$ cat config.mk
export PLATFORM = sky130hd
export DESIGN_NAME = upc_sequencer
export DESIGN_NICKNAME = d
export VERILOG_FILES = /design/src/rtl/upc_pkg.sv /design/src/rtl/upc_ret_stack.sv /design/src/rtl/upc_sequencer.sv
export SDC_FILE = /design/constraint.sdc
export NUM_CORES = 1
export LEC_CHECK = 0
export CAP_MARGIN = 10
export CORE_MARGIN = 5
export CORE_UTILIZATION = 63
export CTS_CLUSTER_DIAMETER = 150
export DETAILED_ROUTE_END_ITERATION = 10
export DONT_BUFFER_PORTS = 1
export PLACE_DENSITY = 0.89
export SLEW_MARGIN = 20
export SYNTH_ARGS = -nofsm -noshare
export SYNTH_HDL_FRONTEND = slang
export SYNTH_HIERARCHICAL = 1
export SYNTH_SLANG_ARGS = --single-unit
$ cat constraint.sdc
create_clock -name clk -period 3.2 [get_ports clk]
set_input_delay 0.48 -clock clk [delete_from_list [all_inputs] [get_ports clk]]
set_output_delay 0.48 -clock clk [all_outputs]
set_load 0.05 [all_outputs]
$ cat src/rtl/upc_pkg.sv
// Shared definitions for the microcoded control unit: sequencer state
// encoding and default micro-address parameters.
package upc_pkg;

    typedef enum logic [1:0] {
        IDLE = 2'd0,
        RUN  = 2'd1,
        HALT = 2'd2
    } upc_state_t;

    localparam int unsigned     UPC_ADDR_W     = 8;
    localparam logic [7:0]      UPC_RESET_ADDR = 8'h00;

endpackage

$ cat src/rtl/upc_ret_stack.sv
// Return-address stack for the micro-sequencer: push, pop, replace-top,
// with full/empty guards and single-cycle overflow/underflow pulses.
module upc_ret_stack #(
    parameter int unsigned ADDR_W      = 8,
    parameter int unsigned STACK_DEPTH = 4
) (
    input  logic              clk,
    input  logic              rst_n,
    input  logic              push,
    input  logic              pop,
    input  logic [ADDR_W-1:0] push_data,
    output logic [ADDR_W-1:0] top,
    output logic              empty,
    output logic              full,
    output logic              ovf,
    output logic              unf
);

    localparam int unsigned PTR_W = $clog2(STACK_DEPTH);
    localparam int unsigned CNT_W = PTR_W + 1;

    logic [ADDR_W-1:0] mem [STACK_DEPTH];
    logic [CNT_W-1:0]  cnt;
    logic [PTR_W-1:0]  top_idx;
    logic [PTR_W-1:0]  wr_idx;

    assign empty   = (cnt == '0);
    assign full    = (cnt == CNT_W'(STACK_DEPTH));
    assign top_idx = PTR_W'(cnt - CNT_W'(1));
    assign wr_idx  = cnt[PTR_W-1:0];
    assign top     = empty ? '0 : mem[top_idx];

    // A simultaneous push+pop on a non-empty stack replaces the top, so it
    // can never overflow; on an empty stack the pop underflows and the push lands.
    assign ovf = push && !pop && full;
    assign unf = pop && empty;

    always_ff @(posedge clk or negedge rst_n) begin
        if (!rst_n) begin
            cnt <= '0;
            for (int unsigned i = 0; i < STACK_DEPTH; i++) begin
                mem[i] <= '0;
            end
        end else if (push && pop) begin
            if (empty) begin
                mem[wr_idx] <= push_data;
                cnt         <= cnt + CNT_W'(1);
            end else begin
                mem[top_idx] <= push_data;
            end
        end else if (push) begin
            if (!full) begin
                mem[wr_idx] <= push_data;
                cnt         <= cnt + CNT_W'(1);
            end
        end else if (pop) begin
            if (!empty) begin
                cnt <= cnt - CNT_W'(1);
            end
        end
    end

endmodule

$ cat src/rtl/upc_sequencer.sv
// Micro-program counter with IDLE/RUN/HALT control and a call/return stack
// that drives the next-address selector's return override.
module upc_sequencer
    import upc_pkg::*;
#(
    parameter int unsigned       ADDR_W      = UPC_ADDR_W,
    parameter int unsigned       STACK_DEPTH = 4,
    parameter logic [ADDR_W-1:0] RESET_ADDR  = ADDR_W'(UPC_RESET_ADDR)
) (
    input  logic              clk,
    input  logic              rst_n,
    input  logic [ADDR_W-1:0] next_addr,
    input  logic              en,
    input  logic              call,
    input  logic              ret,
    input  logic              halt_req,
    input  logic              resume,
    output logic [ADDR_W-1:0] pc,
    output logic              ret_sel,
    output logic [ADDR_W-1:0] ret_addr,
    output logic              stack_empty,
    output logic              stack_full,
    output logic              ovf_err,
    output logic              unf_err,
    output logic [1:0]        state
);

    upc_state_t st;
    logic       advance;
    logic       stk_ovf;
    logic       stk_unf;

    assign advance = (st == RUN) && en && !halt_req;
    assign ret_sel = ret && !stack_empty && advance;
    assign state   = st;

    upc_ret_stack #(
        .ADDR_W      (ADDR_W),
        .STACK_DEPTH (STACK_DEPTH)
    ) u_ret_stack (
        .clk       (clk),
        .rst_n     (rst_n),
        .push      (call && advance),
        .pop       (ret && advance),
        .push_data (pc + ADDR_W'(1)),
        .top       (ret_addr),
        .empty     (stack_empty),
        .full      (stack_full),
        .ovf       (stk_ovf),
        .unf       (stk_unf)
    );

    always_ff @(posedge clk or negedge rst_n) begin
        if (!rst_n) begin
            st      <= IDLE;
            pc      <= RESET_ADDR;
            ovf_err <= 1'b0;
            unf_err <= 1'b0;
        end else begin
            unique case (st)
                IDLE: st <= RUN;
                RUN: begin
                    if (halt_req) begin
                        st <= HALT;
                    end else if (en) begin
                        pc <= next_addr;
                        if (stk_ovf) ovf_err <= 1'b1;
                        if (stk_unf) unf_err <= 1'b1;
                    end
                end
                HALT: if (resume) st <= RUN;
                default: st <= IDLE;
            endcase
        end
    end

endmodule

==> Word-level counts from Yosys, hierarchy flattened <==
Index checks and enable logic that the tools add are counted.
{ "word_totals": {"reg_bits": 47, "inputBits": 15, "out_inout_bits": 23} }
{ "classes": {"add_sub_neg": 3, "order_cmp": 4, "n_eq_ne": 9, "mux": 23, "n_bitwise": 3, "n_reduce_logical": 25} }
{ "op_table": {"columns": ["cell", "n"], "rows": [
  ["$mux 32", 4],
  ["$bwmux 32", 2],
  ["$mux 8", 5],
  ["$demux 8 s2", 2],
  ["$mux 3", 6],
  ["$bmux 8 s2", 1],
  ["$logic_and 1x1->1", 12],
  ["$reduce_and 4->1", 3],
  ["$add 8x1->8 const B", 1],
  ["$ge 3x3->1 const B", 2],
  ["$lt 3x1->1 const B", 2],
  ["$ne 2x2->1 const B", 3],
  ["$not 2->3", 2],
  ["$pmux 2 s3", 1],
  ["$mux 2", 2],
  ["$reduce_and 2->1", 2],
  ["$add 3x1->3 const B", 1],
  ["$eq 3x3->1 const B", 1],
  ["$logic_not 1->1", 3],
  ["$logic_not 3->1", 1],
  ["$ne 3x2->1 const B", 1],
  ["$ne 3x3->1 const B", 1],
  ["$reduce_and 3->1", 1],
  ["$reduce_bool 3->1", 1],
  ["other kinds (7)", 7]
]} }

==> Logic depth before layout (Yosys ltp) <==
{ "depth": {"ltp_word": 9, "depth_mapped": 8, "mapped_depth_nobuf": 6} }

==> Hierarchy <==
The synthesis kept the hierarchy.
{ "modules_own_cells": {"columns": ["mod", "instances", "cells_each", "area_each_um2", "seq_area_each_um2"], "rows": [
  ["upc_ret_stack", 1, 141, 1983.2, 875.8],
  ["upc_sequencer", 1, 49, 618.1, 300.3]
]} }

==> Worst setup path before layout <==
No wires, ideal clock.
{ "synth_path": {"path_kind": "register to output", "startpoint": "reg u_ret_stack.cnt[0]", "endpoint": "out ret_addr[0]", "t_arrival_ps": 2360, "slack_ps": 360, "stages_incl_launch_ff": 7, "n_path_buf": 2, "cell_sequence": "dfrtp_1 buf_2 inv_1 ha_1 nor2b_4 buf_1 nor2b_1"} }
{ "synth_via": {"elab_chain_len": 6, "word_cells_on_any_way": 7, "cone_classes": "add/sub (1); mux (4); bitwise (1); reduce/logical (1)"} }
{ "synth_rtl": {"columns": ["item", "line_no", "source"], "rows": [
  ["from (decl)", "upc_ret_stack.sv:23", "logic [CNT_W-1:0] cnt;"],
  ["from (signal assigned)", "upc_ret_stack.sv:47", "cnt <= cnt + CNT_W'(1);"],
  ["from (signal assigned)", "upc_ret_stack.sv:54", "cnt <= cnt + CNT_W'(1);"],
  ["from (signal assigned)", "upc_ret_stack.sv:58", "cnt <= cnt - CNT_W'(1);"],
  ["$sub 3x1->3", "upc_ret_stack.sv:29", "assign top_idx = PTR_W'(cnt - CNT_W'(1));"],
  ["net u_ret_stack.top_idx[0]", "upc_ret_stack.sv:24", "logic [PTR_W-1:0] top_idx;"],
  ["$not 2->3 (implied by the code)", "upc_ret_stack.sv:31", "assign top = empty ? '0 : mem[top_idx];"],
  ["$bmux 8 s2", "upc_ret_stack.sv:31", null],
  ["$mux 8 (implied by the code) (2 in a row)", "upc_ret_stack.sv:31", null],
  ["$mux 8", "upc_ret_stack.sv:31", null],
  ["to (decl)", "upc_sequencer.sv:20", "output logic [ADDR_W-1:0] ret_addr,"]
]} }
The timed path passes the listed nets, and every way through them passes these cells. The select of a mux whose other input is x is not followed.

==> Final worst setup path <==
{ "layout_path": {"startpoint": "reg u_ret_stack.cnt[1]", "endpoint": "out ret_addr[5]"} }
{ "layout_via": {"elab_chain_len": 6, "word_cells_on_any_way": 7, "cone_classes": "add/sub (1); mux (4); bitwise (1); reduce/logical (1)"} }
{ "layout_rtl": {"columns": ["item", "line_no"], "rows": [
  ["$sub 3x1->3", "upc_ret_stack.sv:29"],
  ["$not 2->3 (implied by the code)", "upc_ret_stack.sv:31"],
  ["$bmux 8 s2", "upc_ret_stack.sv:31"],
  ["$mux 8 (implied by the code) (2 in a row)", "upc_ret_stack.sv:31"],
  ["$mux 8 (*)", "upc_ret_stack.sv:31"]
]} }
Mark *: on every way between the ends. The rest lies on a longest branch, timed or not. The select of a mux whose other input is x is not followed.

==> impl_metrics.yaml <==
status:
  status: "finished clean"
timing:
  fin_crit_ns: 2.88
  rsz0062_at_grt: "false"
  finalSetupTns_ns: 0
  setup_viol: 0
  holdWs_ns: 0.00689
  period_share_pct: 90.1
  finalClockSkew_ns: 0.00985
  slew_headroom_pct: 56.8
  max_slew.worst_pin.slew_ns: 0.648
  hold_violations: 0
  final_max_slew_viol_count: 0
  max_freq_mhz: 347
die:
  core_area_mm2: 0.00400
  io_pins: 38
  fp.dieW_um: 74.3
  die_area_mm2: 0.00551
  die_y_um: 74.3
  rows: 23
  initial_utilization_pct: 65.0
global_route:
  grt_max_degree: 48
  antenna_found_initial: 0
  grt_pass1_vias: 1682
  grt_pass1_wl_um: 8520
  grt.overflow.total: 0
  track_usage_pct: 21.0
setup_path:
  worst_path_max_delay_cell: "ha_1"
  cp_slowest_stage_delay_ns: 0.61
  crit_chain: "inv_1 -> ha_1 -> mux4_2 -> nor2b_1 -> buf_4"
  reg2reg_to: "u_ret_stack/mem[15]"
  worstSetupStartpointType: "flip-flop"
  r2r_slack_ns: 0.70
  worstPathRequired_ns: 2.72
  arrival_ns: 2.40
  crit_fanout: 11
  endpoint_kind: "output port"
  critical_path_class: "reg -> out"
  rr_worst_depth: 6
  reg2reg_from: "u_ret_stack/cnt[1]"
yosys:
  syn-num-nets: 214
  synth_ff_type: "dfrtp_1"
  ys_warn_count: 6
  syn_inst: 190
  synthArstFlopShare_pct: 100
  avgSynthCellArea_um2: 13.7
  ys_top_cells_by_area: "dfrtp_1 45%, mux2_4 12%, mux2_2 7.8%"
  synth_edf_count: 0
  synth_top_area_cell: "dfrtp_1"
  yosysMostFrequentCell: "dfrtp_1"
  netlist_top_cells_count: "47 x dfrtp_1, 21 x mux2_4, 18 x mux2_2"
  synth.yosys.seq_area_share_pct: 45.2
  yosys.area.top_type_share_pct: 45.2
  synth_area_mm2: 0.00260
  yosysUniqueCellTypes: 38
  synth_seq_cells: 47
place:
  port_buffers: 0
  hpwlAfterDp_um: 3680
  gp_congestion: 0.916
min_path:
  hp-class: "in -> async"
cts:
  clk_pin_slew_ns: 0.09
  postCtsSetupBuffers: 0
  htree_levels: 2
  cts_made_buffers: 5
  clock_latency_ns: 0.31
  cts_max_path_buffers: 2
  cts_root_buf: "clkbuf_8"
  clock-sinks: 47
  cts_tree: "built"
route:
  drc_errors: 0
  vias_per_cell: 6.07
  drtIter0Drc: 79
  dr.pass1.iters: 4
  wl_per_cell_um: 20.7
  vias: 1523
  routed_wl_um: 5190
  ant_nets: 0
final_layout:
  antennaDiodeCount: 0
  multiInputGateArea_mm2: 0.00132
  syn2layout_area_growth_pct: 8.42
  nets: 224
  fillers: 248
  drive_above_1_share_pct: 38.3
  seq_area_mm2: 0.00118
job:
  cap_viol_max_count: 0
## final cells by class
class                      count  area share (%)
sequential                    47            41.7
tap                           50            2.22
clock buffer                   6            2.93
timing repair buffer          14            4.44
multi-input combinational    129            46.9
inverter                       3           0.399
clock inverter                 2            1.38
## stage by stage
step | instance area [µm²] | std cells | setup slack, ns | util, %
floorplan | 2600 | 190 | 0.360 | -
global placement | 2670 | 242 | 0.698 | 66.8
detailed placement | 2670 | 242 | 0.639 | 66.8
CTS | 2820 | 251 | 0.303 | 70.5
global route | 2820 | 251 | 0.159 | 70.5
finish | 2820 | 251 | 0.318 | 70.5
## kinds of logic after synthesis
kind of cell	share of synthesized area (%)
xor gates and xnor gates	2.69
AOI/OAI and AO/OA	6.01
DFF	45.2
buffers and inverters	3.90
and+or+nand+nor	9.86
adders and majority gates	4.33
muxes	28.0
## worst max-delay path, delay by kind of cell (launching register included)
| family | cells | cell delay (ns) |
|---|---|---|
| and+or+nand+nor | 1 | 0.14 |
| adders and majority gates | 1 | 0.61 |
| DFF | 1 | 0.47 |
| buffers and inverters | 2 | 0.33 |
| muxes | 1 | 0.55 |
## registers in the layout (all words and copies together) (netlist names)
signal,count
u_ret_stack/mem,32
pc,8
u_ret_stack/cnt,3
state,2
ovf_err,1
unf_err,1
## per-layer routing
layer / share of wire [%] / GRT usage, % / vias to the layer above
li1: - / - / 699
met1: 42 / 25.7 / 772
met2: 51 / 35.6 / 43
met3: 5.5 / 6.76 / 9
met4: 1.8 / 6.92 / 0
met5: 0 / 0 / -
## how the worst max path moves through the flow
| stage | from | end | cells past startpoint |
|---|---|---|---|
| 2_1_floorplan | u_ret_stack/cnt[0] | ret_addr[0] | 6 |
| 3_3_place_gp | u_ret_stack/cnt[1] | ret_addr[5] | 5 |
| 3_5_place_dp | u_ret_stack/cnt[1] | ret_addr[5] | 5 |
| 4_1_cts | u_ret_stack/cnt[1] | ret_addr[5] | 5 |
| 5_1_grt | u_ret_stack/cnt[1] | ret_addr[6] | 5 |
| 6_report | u_ret_stack/cnt[1] | ret_addr[5] | 5 |
## timing repair
item                                   4_1_cts  5_1_grt
endpoints found under the hold margin       47        0
hold buffers                                 1        0
resized for setup                            0        0
## cells in the final DEF (no fill, tap or decap), types with 2 or more instances in the layout
| master | instances |
|---|---|
| dfrtp_1 | 47 |
| mux2_4 | 21 |
| mux2_2 | 18 |
| buf_4 | 13 |
| nor2b_1 | 10 |
| ha_1 | 9 |
| mux4_2 | 8 |
| clkbuf_8 | 6 |
| xnor2_1 | 5 |
| nand2_1 | 5 |
| o21ai_0 | 5 |
| nand3_1 | 4 |
| nor2_1 | 4 |
| and2_1 | 4 |
| inv_1 | 3 |
| xor2_1 | 3 |
| nand3b_1 | 3 |
| mux2i_1 | 3 |
| o211ai_1 | 3 |
| and2_2 | 2 |
| nand2b_1 | 2 |
| a21o_2 | 2 |
| nor3b_1 | 2 |
| a32o_1 | 2 |
| o21a_1 | 2 |
| o21ai_2 | 2 |
| a21oi_1 | 2 |
Power is not shown: default switching activity piles up to over one toggle a cycle in this logic, so the estimate is an artifact.
